<file path="src/rtl/afifo_pkg.sv">
// Shared definitions for the asynchronous FIFO write-domain control.
// Contents: default geometry (DEPTH, ADDR_W, PTR_W, DATA_W), the write-side
// FSM state type, and binary/gray pointer conversion helpers.
package afifo_pkg;

    localparam int unsigned DEPTH  = 32;
    localparam int unsigned ADDR_W = 5;
    localparam int unsigned PTR_W  = ADDR_W + 1;
    localparam int unsigned DATA_W = 32;

    typedef enum logic {
        StIdle,
        StClear
    } wr_state_e;

    function automatic logic [PTR_W-1:0] bin2gray(input logic [PTR_W-1:0] b);
        return b ^ (b >> 1);
    endfunction

    function automatic logic [PTR_W-1:0] gray2bin(input logic [PTR_W-1:0] g);
        logic [PTR_W-1:0] b;
        b[PTR_W-1] = g[PTR_W-1];
        for (int i = PTR_W - 2; i >= 0; i--) begin
            b[i] = b[i+1] ^ g[i];
        end
        return b;
    endfunction

endpackage

</file>
<file path="src/rtl/fifo_write_ctrl_if.sv">
// Write-side bus of the FIFO write controller.
// Carries the agent request (write_enable, wdata) into the controller and the
// storage-array write port (mem_we, mem_waddr, mem_wdata) out of it.
//   master : agent / storage side (drives the request, observes the write port)
//   slave  : fifo_write_ctrl
interface fifo_write_ctrl_if;
    import afifo_pkg::*;

    logic              write_enable;
    logic [DATA_W-1:0] wdata;
    logic              mem_we;
    logic [ADDR_W-1:0] mem_waddr;
    logic [DATA_W-1:0] mem_wdata;

    modport master (
        output write_enable,
        output wdata,
        input  mem_we,
        input  mem_waddr,
        input  mem_wdata
    );

    modport slave (
        input  write_enable,
        input  wdata,
        output mem_we,
        output mem_waddr,
        output mem_wdata
    );

endinterface

</file>
<file path="src/rtl/afifo_sync_ff.sv">
// Multi-flop synchroniser for a gray-coded pointer crossing into this clock.
// Configuration macro: AFIFO_WR_SYNC3_EN selects 3 stages (default 2).
// Ports:
//   i_clk   destination clock
//   i_rst_n asynchronous active-low reset
//   i_clr   synchronous clear, active-high
//   i_d     asynchronous input bus
//   o_q     synchronised output (last stage)
module afifo_sync_ff #(
    parameter int unsigned Width = 6
) (
    input  logic             i_clk,
    input  logic             i_rst_n,
    input  logic             i_clr,
    input  logic [Width-1:0] i_d,
    output logic [Width-1:0] o_q
);

`ifdef AFIFO_WR_SYNC3_EN
    localparam int unsigned Stages = 3;
`else
    localparam int unsigned Stages = 2;
`endif

    logic [Width-1:0] r_stage [Stages];

    always_ff @(posedge i_clk or negedge i_rst_n) begin
        if (!i_rst_n) begin
            for (int i = 0; i < Stages; i++) r_stage[i] <= '0;
        end else if (i_clr) begin
            for (int i = 0; i < Stages; i++) r_stage[i] <= '0;
        end else begin
            r_stage[0] <= i_d;
            for (int i = 1; i < Stages; i++) r_stage[i] <= r_stage[i-1];
        end
    end

    assign o_q = r_stage[Stages-1];

endmodule

</file>
<file path="src/rtl/fifo_write_ctrl.sv">
// Write-domain control stage of the asynchronous FIFO.
// Accepts writes into the storage array, maintains the binary/gray write
// pointer, synchronises the read pointer into the write clock, produces all
// write-side status, and runs a DEPTH-cycle memory-zeroing sequence.
// Configuration macro: AFIFO_WR_SYNC3_EN (3-flop read-pointer synchroniser).
// Ports:
//   i_wclk              write clock
//   i_hw_rst_n          asynchronous active-low reset
//   i_sw_rst            synchronous soft reset (highest synchronous priority)
//   i_mem_rst           synchronous request to zero the storage array
//   i_afull_value       almost-full threshold (0 disables the flag)
//   i_rptr_gray_async   gray read pointer from the read clock domain
//   io_wr               write request in / storage write port out
//   o_wptr_gray         registered gray write pointer to the read domain
//   o_wfull             FIFO full
//   o_wr_almost_ful     occupancy >= threshold
//   o_overflow          one-cycle pulse per rejected request cycle
//   o_fifo_write_count  accepted writes, saturating at all-ones
//   o_wr_level          occupancy seen from the write domain, 0..DEPTH
module fifo_write_ctrl
    import afifo_pkg::*;
(
    input  logic              i_wclk,
    input  logic              i_hw_rst_n,
    input  logic              i_sw_rst,
    input  logic              i_mem_rst,
    input  logic [ADDR_W-1:0] i_afull_value,
    input  logic [PTR_W-1:0]  i_rptr_gray_async,
    fifo_write_ctrl_if.slave  io_wr,
    output logic [PTR_W-1:0]  o_wptr_gray,
    output logic              o_wfull,
    output logic              o_wr_almost_ful,
    output logic              o_overflow,
    output logic [PTR_W-1:0]  o_fifo_write_count,
    output logic [PTR_W-1:0]  o_wr_level
);

    wr_state_e         r_state, w_state_n;
    logic [PTR_W-1:0]  r_wbin, w_wbin_n;
    logic [PTR_W-1:0]  r_wptr_gray, w_gray_n;
    logic [PTR_W-1:0]  r_level, w_level_n;
    logic [PTR_W-1:0]  r_count, w_count_n;
    logic [ADDR_W-1:0] r_clr_addr, w_clr_addr_n;
    logic              r_wfull, w_wfull_n;
    logic              r_almost, w_almost_n;
    logic              r_overflow, w_overflow_n;
    logic              w_acc;
    logic              w_full_match;
    logic [PTR_W-1:0]  w_rgray_s;
    logic [PTR_W-1:0]  w_rbin_s;

    afifo_sync_ff #(
        .Width (PTR_W)
    ) u_rptr_sync (
        .i_clk   (i_wclk),
        .i_rst_n (i_hw_rst_n),
        .i_clr   (i_sw_rst),
        .i_d     (i_rptr_gray_async),
        .o_q     (w_rgray_s)
    );

    assign w_rbin_s = gray2bin(w_rgray_s);

    always_comb begin
        w_state_n       = r_state;
        w_wbin_n        = r_wbin;
        w_count_n       = r_count;
        w_clr_addr_n    = r_clr_addr;
        w_overflow_n    = 1'b0;
        w_acc           = 1'b0;
        io_wr.mem_we    = 1'b0;
        io_wr.mem_waddr = r_wbin[ADDR_W-1:0];
        io_wr.mem_wdata = io_wr.wdata;

        unique case (r_state)
            StIdle: begin
                w_acc        = io_wr.write_enable & ~r_wfull & ~i_sw_rst & ~i_mem_rst;
                w_overflow_n = io_wr.write_enable & r_wfull;
                if (w_acc) begin
                    w_wbin_n = r_wbin + PTR_W'(1);
                    if (r_count != '1) w_count_n = r_count + PTR_W'(1);
                end
                if (i_mem_rst) begin
                    w_state_n    = StClear;
                    w_wbin_n     = '0;
                    w_count_n    = '0;
                    w_clr_addr_n = '0;
                end
                // Qualify with the async reset so no strobe leaks out while it is held.
                io_wr.mem_we = w_acc & i_hw_rst_n;
            end
            StClear: begin
                // Every request during the sweep is rejected.
                w_overflow_n    = io_wr.write_enable;
                io_wr.mem_we    = ~i_sw_rst & i_hw_rst_n;
                io_wr.mem_waddr = r_clr_addr;
                io_wr.mem_wdata = '0;
                w_clr_addr_n    = r_clr_addr + ADDR_W'(1);
                if (r_clr_addr == ADDR_W'(DEPTH - 1)) w_state_n = StIdle;
            end
            default: ;
        endcase

        w_gray_n     = bin2gray(w_wbin_n);
        w_level_n    = w_wbin_n - w_rbin_s;
        // Full when the pointers differ only in the two MSBs (gray wrap).
        w_full_match = (w_gray_n == {~w_rgray_s[PTR_W-1:PTR_W-2], w_rgray_s[PTR_W-3:0]});
        // Writes are blocked for the whole sweep by holding full.
        w_wfull_n    = (w_state_n == StClear) | w_full_match;
        w_almost_n   = (i_afull_value != '0) && (w_level_n >= {1'b0, i_afull_value});
    end

    always_ff @(posedge i_wclk or negedge i_hw_rst_n) begin
        if (!i_hw_rst_n) begin
            r_state     <= StIdle;
            r_wbin      <= '0;
            r_wptr_gray <= '0;
            r_level     <= '0;
            r_count     <= '0;
            r_clr_addr  <= '0;
            r_wfull     <= 1'b0;
            r_almost    <= 1'b0;
            r_overflow  <= 1'b0;
        end else if (i_sw_rst) begin
            r_state     <= StIdle;
            r_wbin      <= '0;
            r_wptr_gray <= '0;
            r_level     <= '0;
            r_count     <= '0;
            r_clr_addr  <= '0;
            r_wfull     <= 1'b0;
            r_almost    <= 1'b0;
            r_overflow  <= 1'b0;
        end else begin
            r_state     <= w_state_n;
            r_wbin      <= w_wbin_n;
            r_wptr_gray <= w_gray_n;
            r_level     <= w_level_n;
            r_count     <= w_count_n;
            r_clr_addr  <= w_clr_addr_n;
            r_wfull     <= w_wfull_n;
            r_almost    <= w_almost_n;
            r_overflow  <= w_overflow_n;
        end
    end

    assign o_wptr_gray        = r_wptr_gray;
    assign o_wfull            = r_wfull;
    assign o_wr_almost_ful    = r_almost;
    assign o_overflow         = r_overflow;
    assign o_fifo_write_count = r_count;
    assign o_wr_level         = r_level;

endmodule

</file>
<file path="src/flat_wrapper.sv">
// flat-port wrapper written by rule: the top's interface ports become plain ports
module fifo_write_ctrl_flat import afifo_pkg::*;
  (i_wclk, i_hw_rst_n, i_sw_rst, i_mem_rst, i_afull_value, i_rptr_gray_async, o_wptr_gray, o_wfull, o_wr_almost_ful, o_overflow, o_fifo_write_count, o_wr_level, io_wr_write_enable, io_wr_wdata, io_wr_mem_we, io_wr_mem_waddr, io_wr_mem_wdata);
  fifo_write_ctrl_if io_wr_i ();
  input  logic i_wclk;
  input  logic i_hw_rst_n;
  input  logic i_sw_rst;
  input  logic i_mem_rst;
  input  logic [ADDR_W-1:0] i_afull_value;
  input  logic [PTR_W-1:0] i_rptr_gray_async;
  output logic [PTR_W-1:0] o_wptr_gray;
  output logic o_wfull;
  output logic o_wr_almost_ful;
  output logic o_overflow;
  output logic [PTR_W-1:0] o_fifo_write_count;
  output logic [PTR_W-1:0] o_wr_level;
  input wire logic [$bits(io_wr_i.write_enable)-1:0] io_wr_write_enable;
  input wire logic [$bits(io_wr_i.wdata)-1:0] io_wr_wdata;
  output wire logic [$bits(io_wr_i.mem_we)-1:0] io_wr_mem_we;
  output wire logic [$bits(io_wr_i.mem_waddr)-1:0] io_wr_mem_waddr;
  output wire logic [$bits(io_wr_i.mem_wdata)-1:0] io_wr_mem_wdata;
  assign io_wr_i.write_enable = io_wr_write_enable;
  assign io_wr_i.wdata = io_wr_wdata;
  assign io_wr_mem_we = io_wr_i.mem_we;
  assign io_wr_mem_waddr = io_wr_i.mem_waddr;
  assign io_wr_mem_wdata = io_wr_i.mem_wdata;
  fifo_write_ctrl u_core (.i_wclk(i_wclk), .i_hw_rst_n(i_hw_rst_n), .i_sw_rst(i_sw_rst), .i_mem_rst(i_mem_rst), .i_afull_value(i_afull_value), .i_rptr_gray_async(i_rptr_gray_async), .io_wr(io_wr_i), .o_wptr_gray(o_wptr_gray), .o_wfull(o_wfull), .o_wr_almost_ful(o_wr_almost_ful), .o_overflow(o_overflow), .o_fifo_write_count(o_fifo_write_count), .o_wr_level(o_wr_level));
endmodule
</file>
<file path="config.mk">
export PLATFORM = sky130hd
export DESIGN_NAME = fifo_write_ctrl_flat
export DESIGN_NICKNAME = d
export VERILOG_FILES = /design/src/rtl/afifo_pkg.sv /design/src/rtl/fifo_write_ctrl_if.sv /design/src/rtl/afifo_sync_ff.sv /design/src/rtl/fifo_write_ctrl.sv /design/src/flat_wrapper.sv
export SDC_FILE = /design/constraint.sdc
export NUM_CORES = 1
export LEC_CHECK = 0
export ABC_AREA = 1
export CORE_MARGIN = 2
export CORE_UTILIZATION = 42
export DETAILED_ROUTE_END_ITERATION = 8
export PLACE_DENSITY = 0.76
export SYNTH_ARGS = -nofsm -noshare
export SYNTH_HDL_FRONTEND = slang
export SYNTH_SLANG_ARGS = --single-unit
</file>
<file path="constraint.sdc">
create_clock -name i_wclk -period 4.3 [get_ports i_wclk]
set_clock_uncertainty 0.1 [all_clocks]
set_input_delay 0.43 -clock i_wclk [delete_from_list [all_inputs] [get_ports i_wclk]]
set_output_delay 0.43 -clock i_wclk [all_outputs]
set_load 0.02 [all_outputs]
</file>
== Yosys cells after proc, flatten, opt, wreduce, memory -nomap -nowiden ==
Cells that the tools add are included.

* Flip-flop bits (word level): 45
* Input port bits: 48
* Output and inout port bits: 59

* Add/sub/neg operators: 4
* Equal/unequal tests: 5
* Reductions and logical operators: 5
* Muxes and demuxes: 26
* Order comparisons: 1
* Bitwise operators: 18

{| class="wikitable"
|+ Operators by type and width
! cell !! count
|-
| 2-to-1 mux 6 bit || 11
|-
| 2-to-1 mux 32 bit || 1
|-
| 2-to-1 mux 5 bit || 3
|-
| adder 6 x 1 -> 6 bit, second input constant || 2
|-
| 2-to-1 mux 12 bit || 1
|-
| one-hot mux 5 bit (2 select lines) || 1
|-
| AND 1 bit || 6
|-
| equality test 6 bit || 1
|-
| >= comparator 6 x 5 -> 1 bit || 1
|-
| 2-to-1 mux 1 bit || 6
|-
| != test 6 bit, second input constant || 1
|-
| one-hot mux 1 bit (2 select lines) || 3
|-
| nonzero test 3 bit || 2
|-
| subtractor 6 bit || 1
|-
| bitwise XOR 6 x 5 -> 6 bit || 1
|-
| adder 5 x 1 -> 5 bit, second input constant || 1
|-
| equality test 5 bit, second input constant || 1
|-
| nonzero test 5 bit || 1
|-
| bitwise XOR 1 bit || 5
|-
| NOT 1 bit || 4
|-
| != test 3 bit, second input constant || 1
|-
| AND reduction 3 bit || 1
|-
| != test 2 bit, second input constant || 1
|-
| NOT 2 bit || 1
|-
| other kinds (2) || 2
|}

== Depth between registers and ports, before layout ==
Gate-level depths: netlist of the first run.

* Depth in word-level cells: 11
* Mapped depth: 19
* Gate-level depth less buffers: 18

== Modules after synthesis ==
Synthesis of the first run repeated with hierarchy kept, for this count alone.

* Cell total of the unflattened synthesis: 411
* Area total of the unflattened synthesis: 2859.0 µm²

{| class="wikitable"
|+ Modules (own cells, without submodules)
! module !! cells an instance !! instances !! area an instance (µm²) !! sequential area each (µm²)
|-
| fifo_write_ctrl || 368 || 1 || 2412.3 || 800.8
|-
| afifo_sync_ff || 43 || 1 || 446.7 || 300.3
|}

== Worst setup path after synthesis of the first run ==
Ideal clock, no wire load.

* Path kind: reg2reg
* From: register u_core.u_rptr_sync.r_stage, in the netlist u_core.u_rptr_sync.o_q[5]
* To: register u_core.r_almost, in the netlist u_core.o_wr_almost_ful
* Setup time: 0.114 ns
* Buffers on the path: 0
* Arrival: 3.019 ns
* Required time: 4.086 ns
* Stages on the path, launching flop included: 18
* Setup slack: 1.067 ns
* Cells stage by stage: dfrtp_1 > xnor2_2 > xor2_2 > xor2_2 > xor2_2 > xnor2_1 > ha_1 > fa_1 > inv_1 > ha_1 > a21boi_0 > o21a_1 > o21ai_0 > nand2_1 > a21oi_1 > nand3_1 > nand3_1 > inv_1

* Cells in the longest elaborated chain, start to end: 9

{| class="wikitable"
|+ RTL lines
! element !! RTL line !! RTL
|-
| from (decl) || afifo_sync_ff.sv:25 || <nowiki>logic [Width-1:0] r_stage [Stages];</nowiki>
|-
| bitwise XOR 1 bit (5 in series) || afifo_pkg.sv:24 || <nowiki>b[i] = b[i+1] ^ g[i];</nowiki>
|-
| subtractor 6 bit * || fifo_write_ctrl.sv:105 || <nowiki>w_level_n = w_wbin_n - w_rbin_s;</nowiki>
|-
| >= comparator 6 x 5 -> 1 bit * || fifo_write_ctrl.sv:110 || <nowiki>w_almost_n = (i_afull_value != '0) && (w_level_n >= {1'b0, i_afull_value});</nowiki>
|-
| logical AND 1 bit * || fifo_write_ctrl.sv:110 ||
|-
| 2-to-1 mux 1 bit * || fifo_write_ctrl.sv:124 || <nowiki>end else if (i_sw_rst) begin</nowiki>
|-
| to (signal assigned) || fifo_write_ctrl.sv:142 || <nowiki>r_almost <= w_almost_n;</nowiki>
|-
| to (decl) || fifo_write_ctrl.sv:45 || <nowiki>logic r_almost, w_almost_n;</nowiki>
|}

Every way passes the cells marked *; elsewhere a longest branch is shown, timed or not.
A chain may end at the register's enable or synchronous reset.

== Final worst setup path of the first run ==
Ends and elaborated chain as after synthesis.

==> out/results.txt, run 1 <==
Die height: 87.0 um
GRT Overall Usage: 20.8%
Setup violators final: 0
Leak: 2.09 nW
Ys async rst share: 100%
Core outline area: 6720 um2
Worst-Skew Late Latency: 0.30 ns
Die area: 7570 um2
Post-DP HPWL: 5720 um
Port Buffers: 106
CP Launch Point: u_core.u_rptr_sync.o_q[5]
Initial antenna violation count: 0
Chip width: 87.0 um
Status: finished, final reports clean
Worst R2R Path Depth: 17
Vias per cell: 4.69
Post-Synthesis Cells: 407
WP data required: 4.40 ns
Slew headroom: 62.4%
Gr ovfl total: 0
First-pass GRT wire length: 12400 um
Final worst path period share: 81.1%
Yosys reg bits: 44
Share of the synthesized area in the top cell type: 38.0%
PwrDens: 286 nW/um2
Most frequent cell after synthesis: inv_1
# nets final: 574
RSZ-0062 raised after global routing: false
Fmax: 287 MHz
N_diodes: 0
H-tree depth: 2
Num ports: 107
CTS Root Cell: clkbuf_8
Crit path time final: 3.49 ns
Reg2reg start: u_core.u_rptr_sync.o_q[5]
Synth area leaders: dfrtp_1, inv_1, nor2_1, nand2_1, ha_1
Total CTS buffers: 5
Mean Syn Cell Area: 7.11 um2
1st-iter DRT viols: 195
Largest net degree at the start of global routing: 46
Worst path arrival time: 3.59 ns
Pins Over Slew Limit: 0
Setup crit end kind: register
# Max-Cap Violations: 0
Setup Fix Bufs, Post-CTS: 0
DRT Wirelength: 7240 um
GPL Wtd Cong: 0.860
Final Hold Fails: 0
Pre-Repair DR Iteration Count: 5
Synthesized cell area: 2900 um2
Register area share after synthesis: 38.0%
Vias in the first global route: 2699
Layout cells sized above 1: 5.66%
Rows: 30
Capturing point of the worst reg2reg path: u_core.o_wr_almost_ful
Routed Antenna Nets: 0
Clk pin slew, worst setup/hold paths: 0.09 ns
Vias post-DR: 2776
Area Overhead vs Synth: 42.0%
Initial Utilization: 43.1%
Leading area contributor after synthesis: dfrtp_1
Worst Setup Start Kind: register
Clock buffer depth: 2
CTS Sinks: 44
Hold Buf Count CTS: 0
Top cells by count, synth: inv_1, nor2_1, nand2_1
WL/cell: 12.2 um
Post-synthesis cell type count: 37
Layout filler cell count: 589
Post-CTS sizing: 0
Peak supply drop: 0.000189 V
Main synth FF type: dfrtp_1
R2r setup slk: 0.81 ns
Hold crit path type: input port to async pin
Critical path class: register to register
Total power: 1.17 mW
Syn_nets: 470
Number of synthesized flops with an enable pin: 0
CTS tree: done
Final setup TNS: 0 ns
Drt drc: 0
YS warnings: 0
Worst-Margin Slew: 0.563 ns
Crit-path max FO: 3
-- layer usage --
| metal | share of wire, % | GRT usage, % | vias up | routed length, um |
|---|---|---|---|---|
| li1 | - | - | 1444 | - |
| met1 | 44 | 26.4 | 1236 | 3200 |
| met2 | 50 | 35.1 | 82 | 3610 |
| met3 | 4.4 | 4.27 | 14 | 316 |
| met4 | 1.6 | 6.96 | 0 | 116 |
| met5 | 0 | 0 | - | 0 |
-- through the flow --
stage | hold slack [ns] | instances | instance area [um2] | util (%) | worst slack [ns]
after global placement | 0.338 | 584 | 4000 | 59.6 | 0.662
after detailed placement | 0.344 | 584 | 4000 | 59.6 | 0.620
after floorplan | 0.0344 | 407 | 2900 | - | 1.07
after global routing | 0.148 | 592 | 4110 | 61.2 | 0.457
after CTS | 0.120 | 592 | 4110 | 61.2 | 0.797
final | 0.104 | 592 | 4110 | 61.2 | 0.814
-- flip-flops by register name, summed over array words and instances (netlist names) --
register,flops
u_core.o_overflow,1
u_core.o_wptr_gray,5
u_core.r_wbin,6
u_core.o_fifo_write_count,6
u_core.u_rptr_sync.r_stage,6
u_core.o_wr_level,6
u_core.r_state,1
u_core.o_wfull,1
u_core.r_clr_addr,5
u_core.u_rptr_sync.o_q,6
u_core.o_wr_almost_ful,1
-- cell usage in the layout (no fill, tap or decap), types with 3 or more instances in the layout --
cell             netlist  routed
nand2_1               76      76
clkbuf_8               0       5
dfrtp_1               44      44
o21ai_0               13      13
nand4_1                9       9
clkdlybuf4s50_1        0     105
ha_1                  14      14
nor3_1                 5       5
nand3_2                3       3
a21oi_1               10      10
inv_1                 87      87
buf_4                  1       3
nor2_1                78      78
nor2_4                 3       3
nand3_1               23      23
xor2_2                 3       3
-- cell type report --
class	instances	area (um2)	share of cell area, %
clock buffers	5	68.8	1.67
clock inverters	3	42.5	1.03
inverters	91	343	8.34
multi-input cells	260	1380	33.5
flip-flops and latches	44	1100	26.8
well taps	80	100	2.43
repair buffers	109	1080	26.2
-- kinds of logic after synthesis --
kind of cell | share of synthesized area, %
AOI/OAI and AO/OA | 7.09
adders and majority gates | 6.74
buffers and inverters | 14.3
DFF | 38.0
and+or+nand+nor | 30.3
xor gates and xnor gates | 3.46
-- critical path, stage by stage, from the launching register on --
cell and delay (ns):
dfrtp_1 0.43, xnor2_2 0.24, xor2_2 0.22, xor2_2 0.22
xor2_2 0.22, xnor2_1 0.09, ha_1 0.21, fa_1 0.51
inv_1 0.05, ha_1 0.26, a21boi_0 0.12, o21a_1 0.16
o21ai_0 0.14, nand2_1 0.07, a21oi_1 0.13, nand3_1 0.09
nand3_1 0.07, inv_1 0.04
-- power breakdown --
| group | switching [mW] | leakage (nW) | total (mW) | internal, mW |
|---|---|---|---|---|
| sequential | 0.0142 | 0.590 | 0.452 | 0.437 |
| clock | 0.147 | 0.0541 | 0.319 | 0.172 |
| combinational | 0.219 | 1.44 | 0.404 | 0.185 |
-- how the worst max path moves through the flow --
stage	to	slack (ns)
after global placement	u_core.o_wr_almost_ful	0.66
after detailed placement	u_core.o_wr_almost_ful	0.62
after global routing	u_core.o_wr_almost_ful	0.46
final	u_core.o_wr_almost_ful	0.81
after CTS	u_core.o_wr_almost_ful	0.80
after floorplan	u_core.o_wr_almost_ful	1.07
No activity file was read; power rests on OpenSTA's default activity.
==> run 2: changes to the inputs <==
CORE_UTILIZATION = 41   (was 42)
PLACE_DENSITY = 0.78   (was 0.76)
clock period = 2.92 ns   (was 4.3 ns; I/O delays follow)
==> run 2 against run 1 <==
Effect of this change: the flow now finishes with violations (setup timing); hold slack improved by 0.26 ns; sequential cell count is the same; cell area grew 7.7%; die area increased by 2.3%; via count is 6.9% higher; register-to-register slack worse by 1.2 ns; critical path type unchanged; critical endpoint unchanged.
==> out/results.txt, run 2 (synthesis gave the netlist of run 1 again) <==
Final core occ: 64.9% (was 61.2%)
Layout filler cell count: 596 (was 589)
Worst path arrival time: 3.37 ns (was 3.59 ns)
RSZ-0062 raised after global routing: true (was false)
Clock buffer depth: 2 (unchanged)
Final Hold Fails: 0 (unchanged)
Worst-Skew Late Latency: 0.30 ns (about the same)
Gr ovfl total: 0 (unchanged)
Vias per cell: 4.62 (was 4.69)
Rows: 30 (unchanged)
First-pass GRT wire length: 13300 um (was 12400 um)
Initial antenna violation count: 0 (unchanged)
Final worst path period share: 112% (was 81.1%)
H-tree depth: 2 (unchanged)
Num ports: 107 (unchanged)
# nets final: 609 (was 574)
Worst Setup Start Kind: register (unchanged)
Most common cell after layout, fill and taps aside: clkdlybuf4s50_1 (unchanged)
N_diodes: 0 (unchanged)
Most frequent cells in the layout: clkdlybuf4s50_1, inv_1, nor2_1 (unchanged)
Crit-path max FO: 2 (was 3)
WL/cell: 12.4 um (was 12.2 um)
Status: finished with violations (was finished, final reports clean)
Vias post-DR: 2968 (was 2776)
WP data required: 3.02 ns (was 4.40 ns)
PwrDens: 418 nW/um2 (was 286 nW/um2)
Total CTS buffers: 5 (unchanged)
Port Buffers: 106 (unchanged)
Drt drc: 0 (unchanged)
Layout cells sized above 1: 12.2% (was 5.66%)
CTS Root Cell: clkbuf_8 (unchanged)
CTS tree: done (unchanged)
Chip width: 88.0 um (was 87.0 um)
1st-iter DRT viols: 161 (was 195)
DRT Wirelength: 7990 um (was 7240 um)
Hold crit path type: register to register (was input port to async pin)
Peak supply drop: 0.000276 V (was 0.000189 V)
Area Overhead vs Synth: 53.0% (was 42.0%)
# Max-Cap Violations: 0 (unchanged)
Vias in the first global route: 2916 (was 2699)
Routed Antenna Nets: 0 (unchanged)
Setup violators final: 1 (was 0)
Die area: 7750 um2 (was 7570 um2)
Worst-Margin Slew: 0.554 ns (was 0.563 ns)
Leak: 2.27 nW (was 2.09 nW)
Pins Over Slew Limit: 0 (unchanged)
Largest net degree at the start of global routing: 45 (was 46)
Worst setup margin: -0.349 ns (was 0.814 ns)
Crit path time final: 3.27 ns (was 3.49 ns)
Final setup TNS: -0.349 ns (was 0 ns)
GPL Wtd Cong: 0.886 (was 0.860)
Post-DP HPWL: 6380 um (was 5720 um)
Slew headroom: 63.1% (was 62.4%)
GRT Overall Usage: 21.8% (was 20.8%)
Core outline area: 6830 um2 (was 6720 um2)
Setup crit end kind: register (unchanged)
CTS Sinks: 44 (unchanged)
Pre-Repair DR Iteration Count: 4 (was 5)
Die height: 88.0 um (was 87.0 um)
Critical path class: register to register (unchanged)
Worst hold slack: 0.362 ns (was 0.104 ns)
Clk pin slew, worst setup/hold paths: 0.08 ns (was 0.09 ns)
Fmax: 306 MHz (was 287 MHz)
Initial Utilization: 42.4% (was 43.1%)
Failing checks: setup timing
run 2: cell types whose count changed in the layout (fill, tap and decap cells not counted), sizes merged:
| cell | delta |
|---|---|
| buf | +34 |
| clkbuf | +2 |
| clkinv | -1 |
| clkinvlp | -1 |
| dlygate4sd3 | +1 |
run 2: final cells by class:
| type | count | area [um2] | share of cell area (%) |
|---|---|---|---|
| clock buffers | 7 | 96.3 | 2.17 |
| inverters | 91 | 343 | 7.74 |
| clock inverters | 1 | 30.0 | 0.678 |
| well taps | 96 | 120 | 2.71 |
| repair buffers | 144 | 1340 | 30.3 |
| multi-input cells | 260 | 1400 | 31.5 |
| flip-flops and latches | 44 | 1100 | 24.9 |
run 2: path summary, 6_finish.rpt:
path	start	to	slack (ns)	depth (start not counted)
worst max register to register	u_core.u_rptr_sync.o_q[5]	u_core.o_wr_almost_ful	-0.35	17
worst max-delay path	u_core.u_rptr_sync.o_q[5]	u_core.o_wr_almost_ful	-0.35	17
max in group asynchronous	i_hw_rst_n	u_core.r_wbin[3]	1.83	3
min in group asynchronous	i_hw_rst_n	u_core.o_wfull	0.50	3
worst min register to register	u_core.u_rptr_sync.r_stage[7]	u_core.u_rptr_sync.o_q[1]	0.36	2
worst min-delay path	u_core.u_rptr_sync.r_stage[7]	u_core.u_rptr_sync.o_q[1]	0.36	2
run 2: repair_timing:
item | CTS | global route
setup endpoints to repair | 1 | 2
buffers inserted | 1 | 0
hold endpoints to repair | 7 | 0
hold buffers | 1 | 0
resized for setup | 1 | 4
pin swaps | 5 | 0
run 2: critical path, cell delays in order, from the launching register on:
cell	delay, ns
dfrtp_1	0.41
xnor2_2	0.22
xor2_2	0.21
xor2_2	0.22
xor2_2	0.18
xnor2_1	0.09
ha_2	0.19
fa_1	0.50
inv_1	0.04
ha_1	0.25
a21boi_1	0.12
o21a_1	0.17
o21ai_2	0.11
nand2_1	0.07
a21oi_2	0.11
nand3_1	0.07
nand3_1	0.07
inv_1	0.04
run 2: through the flow:
stage / cell area [um2] / setup WS [ns] / cells / total power [mW]
3_5_place_dp: 4270 / -0.466 / 633 / 1.33
3_3_place_gp: 4270 / -0.325 / 633 / 1.32
5_1_grt: 4430 / -0.568 / 643 / 1.95
2_1_floorplan: 2900 / -0.293 / 407 / 1.01
4_1_cts: 4420 / -0.395 / 643 / 1.85
6_report: 4430 / -0.349 / 643 / 1.85
run 2: routing by layer:
| metal | part of all wire (%) | up-vias | track usage [%] |
|---|---|---|---|
| li1 | - | 1513 | - |
| met3 | 3.3 | 15 | 3.58 |
| met2 | 51 | 65 | 38.5 |
| met5 | 0 | - | 0 |
| met4 | 1.8 | 0 | 7.71 |
| met1 | 44 | 1375 | 26.9 |
run 2: power by group:
group | switching, mW | internal (mW)
combinational | 0.344 | 0.328
sequential | 0.0209 | 0.644
clock | 0.212 | 0.302
